$ cat src/rtl/sevenseg_capture.sv
// Recovers a hex word from a multiplexed active-low seven-segment display bus.
// A digit is accepted once its anode/segment pattern has held steady for DWELL cycles.
module sevenseg_capture #(
    parameter int DWELL = 4
) (
    input  logic        clk,
    input  logic        reset,
    input  logic [7:0]  an,
    input  logic [6:0]  seg,
    input  logic        frame_ack,
    output logic [31:0] value,
    output logic [7:0]  digit_valid,
    output logic        frame_valid,
    output logic        bad_pattern
);

    localparam logic [7:0] DWELL_L = 8'(DWELL);

    logic [7:0]  an_q;
    logic [6:0]  seg_q;
    logic [7:0]  run_cnt;
    logic        legal;
    logic        stable;
    logic        capture;
    logic        known;
    logic [3:0]  nibble;
    logic [31:0] value_nxt;
    logic [7:0]  dv_nxt;

    // A capture fires only on the single cycle the run counter crosses into DWELL.
    always_comb begin
        legal   = ($countones(~an_q) == 1);
        stable  = legal && ({an, seg} == {an_q, seg_q});
        capture = stable && (run_cnt == DWELL_L - 8'd1) && !frame_valid;
    end

    always_comb begin
        known  = 1'b1;
        nibble = 4'h0;
        case (seg_q)
            7'b0000001: nibble = 4'h0;
            7'b1001111: nibble = 4'h1;
            7'b0010010: nibble = 4'h2;
            7'b0000110: nibble = 4'h3;
            7'b1001100: nibble = 4'h4;
            7'b0100100: nibble = 4'h5;
            7'b0100000: nibble = 4'h6;
            7'b0001111: nibble = 4'h7;
            7'b0000000: nibble = 4'h8;
            7'b0000100: nibble = 4'h9;
            7'b0001000: nibble = 4'hA;
            7'b1100000: nibble = 4'hB;
            7'b0110001: nibble = 4'hC;
            7'b1000010: nibble = 4'hD;
            7'b0110000: nibble = 4'hE;
            7'b0111000: nibble = 4'hF;
            default:    known  = 1'b0;
        endcase
    end

    // Exactly one anode bit is low whenever capture is set, so at most one slice changes.
    always_comb begin
        value_nxt = value;
        dv_nxt    = digit_valid;
        if (capture) begin
            for (int i = 0; i < 8; i++) begin
                if (!an_q[i]) begin
                    if (known) begin
                        value_nxt[4*i +: 4] = nibble;
                        dv_nxt[i]           = 1'b1;
                    end else begin
                        dv_nxt[i]           = 1'b0;
                    end
                end
            end
        end
    end

    always_ff @(posedge clk) begin
        if (reset) begin
            an_q        <= 8'hFF;
            seg_q       <= 7'h7F;
            run_cnt     <= 8'd0;
            value       <= 32'd0;
            digit_valid <= 8'd0;
            frame_valid <= 1'b0;
            bad_pattern <= 1'b0;
        end else begin
            an_q        <= an;
            seg_q       <= seg;
            value       <= value_nxt;
            bad_pattern <= capture && !known;
            if (stable) begin
                if (run_cnt != DWELL_L)
                    run_cnt <= run_cnt + 8'd1;
            end else begin
                run_cnt <= 8'd0;
            end
            // Capture is already blocked while frame_valid is high, so the ack path never races it.
            if (frame_valid && frame_ack) begin
                frame_valid <= 1'b0;
                digit_valid <= 8'd0;
            end else begin
                digit_valid <= dv_nxt;
                if (!frame_valid && digit_valid == 8'hFF)
                    frame_valid <= 1'b1;
            end
        end
    end

endmodule
$ cat config.mk
export PLATFORM = sky130hd
export DESIGN_NAME = sevenseg_capture
export DESIGN_NICKNAME = d
export VERILOG_FILES = /design/src/rtl/sevenseg_capture.sv
export SDC_FILE = /design/constraint.sdc
export NUM_CORES = 1
export LEC_CHECK = 0
export CAP_MARGIN = 20
export CORE_MARGIN = 2
export CORE_UTILIZATION = 45
export DETAILED_ROUTE_END_ITERATION = 6
export GPL_TIMING_DRIVEN = 0
export PLACE_DENSITY = 0.74
export SLEW_MARGIN = 20
export SYNTH_ARGS = -nofsm -noshare
export SYNTH_HDL_FRONTEND = slang
export SYNTH_SLANG_ARGS = --single-unit
$ cat constraint.sdc
create_clock -name clk -period 3.9 [get_ports clk]
set_input_delay 0.585 -clock clk [delete_from_list [all_inputs] [get_ports clk]]
set_output_delay 0.585 -clock clk [all_outputs]
set_load 0.1 [all_outputs]
==> impl_metrics.tcl <==
set metrics [dict create \
    clock-root-buffer "clkbuf_8" \
    clock-sinks 65 \
    hold_buffers 0 \
    pwr-share-comb_pct 9.8 \
    dr.first_iter.drc_count 132 \
    drive_above_1_share_pct 26.7 \
    synthArstFlopShare_pct 0 \
    synth_top_flop_cell "dfxtp_1" \
    critical_path_arrival_ns 4.38 \
    crit_required_ns 4.13 \
    grt_util_all_layers_pct 21.9 \
    cts_tree "done" \
    period_minus_slack_ns 4.15 \
    synth.net_count 340 \
    core_sq_um 6420 \
    r2r-end "value[21]" \
    synth_top_area_share_pct 42.9 \
    vias_per_cell 5.42 \
    vdd_drop_max_v 0.000242 \
    postSynthCellCount 313 \
    routedWlPerCell_um 16.6 \
    r2r_cells 12 \
    cts.reportedPaths.clkPinSlew_ns 0.07 \
    yosysTopAreaCell "dfxtp_1" \
    min_path_type "reg2reg" \
    p_seq_share_pct 49.3 \
    grt_pass1_wl_um 12500 \
    die_area_sq_um 7420 \
    finalPower_mw 1.39 \
    grt_pass1_vias 2518 \
    nFillCells 494 \
    critical-path-slowest-cell "fa_1" \
    cp_max_fo 3 \
    port_buffers 59 \
    finalMaxSlewViolations 0 \
    avgSynthCellArea_sq_um 9.70 \
    slew_headroom_pct 32.6 \
    synth.cell_area_sq_um 3040 \
    row_count 29 \
    first_pass_iters 4 \
    vias 2613 \
    clk_latency_ns 0.34 \
    leakagePower_nw 1.70 \
    pin_count 60 \
    cp_cell_sequence "fa_1 -> inv_1 -> fa_1 -> fa_1 -> ha_2 -> inv_2 -> fa_1 -> nand3_1 -> or4_4 -> or3_4 -> nand3b_4 -> mux2_4" \
    status "finished, violations left" \
    ys_ff_latch 65 \
    yosysWarnings 0 \
    final.period_utilization_pct 106 \
    clock_skew_ns 0.00512 \
    antenna_cells 0 \
    maxClockFrequency_mhz 241 \
    ant_nets 0 \
    placed_area_sq_um 3800 \
    finalHoldViolations 0 \
    violations "setup timing" \
    antenna_found_initial 0 \
    start_util_pct 47.3 \
    drcViolationCount 0 \
    final_area_sq_um 4300 \
    cp-startpoint "an_q[0]" \
    cts_buffers 9 \
    setup_slack_ns -0.250 \
    dp_hpwl_um 5470 \
    p_clk_share_pct 40.8 \
    slowest_delay_ns 0.52 \
    p_sw_mw 0.344 \
    crit_path_end "value[21]" \
    multiInputGateArea_sq_um 1770 \
    powerDensity_nw_per_um2 323 \
    grt-ovfl-total 0 \
    area_growth_pct 41.6 \
    rsz0062_at_grt "true" \
    synth_top_cells_by_area "dfxtp_1, a22o_1, xor2_1" \
    p_int_mw 1.04 \
    start_kind "flop" \
    critPathCaptureType "flop" \
    htree_levels 3 \
    r2r_slack_ns -0.25 \
    synth_edf_count 0 \
    synth_cell_types 47 \
    cap_violations 0 \
    wl_um 8020 \
    setup_viol_count_final 49 \
    grt_max_degree 12 \
    die_w_um 86.1 \
    nNetsFinal 427 \
    synth-seq-area-share_pct 42.9 \
    finalWeightedCongestion 0.827 \
    register_area_sq_um 1310 \
    synth.top_cells.by_count "dfxtp_1, nor2_1, a22o_1, nor3_1, xor2_1" \
    p_sw_share_pct 24.8 \
    cpMostUsedCell "fa_1" \
    timing.rr.start "an_q[0]" \
    crit_type "reg2reg" \
    die_h_um 86.1 \
    yosysMostFrequentCell "dfxtp_1" \
    whs_ns 0.482 \
    utilization_pct 66.9 \
    finalSetupTns_ns -7.01 \
    tightest_slew_ns 1.01 \
    cts_buffer_depth 2 \
]
## registers in the layout (all words and copies together), names as in the netlist
name / flops
an_q: 8
bad_pattern: 1
digit_valid: 8
frame_valid: 1
value: 32
run_cnt: 8
seg_q: 7
## power by group through the flow
stage                     clock (mW)  combinational (mW)  sequential (mW)
after CTS                      0.575               0.132            0.685
after global placement             0               0.123            0.701
final                          0.567               0.137            0.685
after floorplan                    0              0.0770            0.705
after detailed placement           0               0.127            0.701
after global routing           0.607               0.150            0.686
## routing by layer
layer	GRT usage, %	share of wire [%]	vias to the layer above
met5	0	0	-
met4	6.93	1.8	0
met3	5.29	5.7	14
met2	35.7	50	76
met1	28.5	43	1237
li1	-	-	1286
## stage by stage
step                setup WS, ns  cells
floorplan                 -0.166    313
global placement          -0.369    449
detailed placement        -0.425    449
finish                    -0.250    482
CTS                       -0.263    479
global route              -0.411    482
## kinds of logic after synthesis
| kind of cell | after synthesis | synth area share (%) |
|---|---|---|
| xor gates and xnor gates | 24 | 6.92 |
| buffers and inverters | 31 | 4.61 |
| and+or+nand+nor | 124 | 24.6 |
| DFF | 65 | 42.9 |
| muxes | 7 | 2.55 |
| AOI/OAI and AO/OA | 53 | 13.7 |
| adders and majority gates | 9 | 4.70 |
## layout by cell type, fill, tap and decap left out, types with 6 or more instances in the layout
master and count:
a21oi_1 8, a21oi_2 8, a22o_1 26, buf_2 6
buf_4 13, buf_6 7, clkbuf_1 6, clkbuf_8 11
clkdlybuf4s50_1 59, dfxtp_1 62, inv_1 13, nand2_1 9
nand3_1 10, nand4_1 7, nor2_1 23, nor2b_1 6
nor3_1 9, nor3_2 7, nor4_4 7, or2_2 15
xnor2_1 8, xor2_1 16
## what timing repair did
item / CTS / global route
setup buffers: 14 / 3
resized for setup: 22 / 19
gates cloned: 1 / 0
endpoints found under the setup margin: 49 / 49
pin swaps: 38 / 8
## worst min path at each step
stage / end / from / slack, ns / cells after the start
after floorplan: run_cnt[7] / run_cnt[7] / 0.48 / 2
after global placement: value[27] / value[27] / 0.46 / 1
after detailed placement: value[3] / value[3] / 0.46 / 1
after CTS: value[3] / value[3] / 0.48 / 1
after global routing: value[6] / value[6] / 0.51 / 1
final: value[4] / value[4] / 0.48 / 1
## worst max-delay path: cells and delay by family, from the launching register on
| kind | cells | cell delay (ns) |
|---|---|---|
| adders and majority gates | 5 | 2.16 |
| buffers and inverters | 2 | 0.09 |
| DFF | 1 | 0.35 |
| muxes | 1 | 0.31 |
| and+or+nand+nor | 4 | 1.12 |
## layout make-up
cell class	instances	share of cell area, %
Buffer	16	2.59
Timing Repair Buffer	77	17.6
Multi-Input combinational cell	217	41.3
Clock inverter	5	1.28
Clock buffer	11	3.29
Inverter	14	1.22
Sequential cell	65	30.5
Tap cell	77	2.24
(Power assumes the default switching activity.)
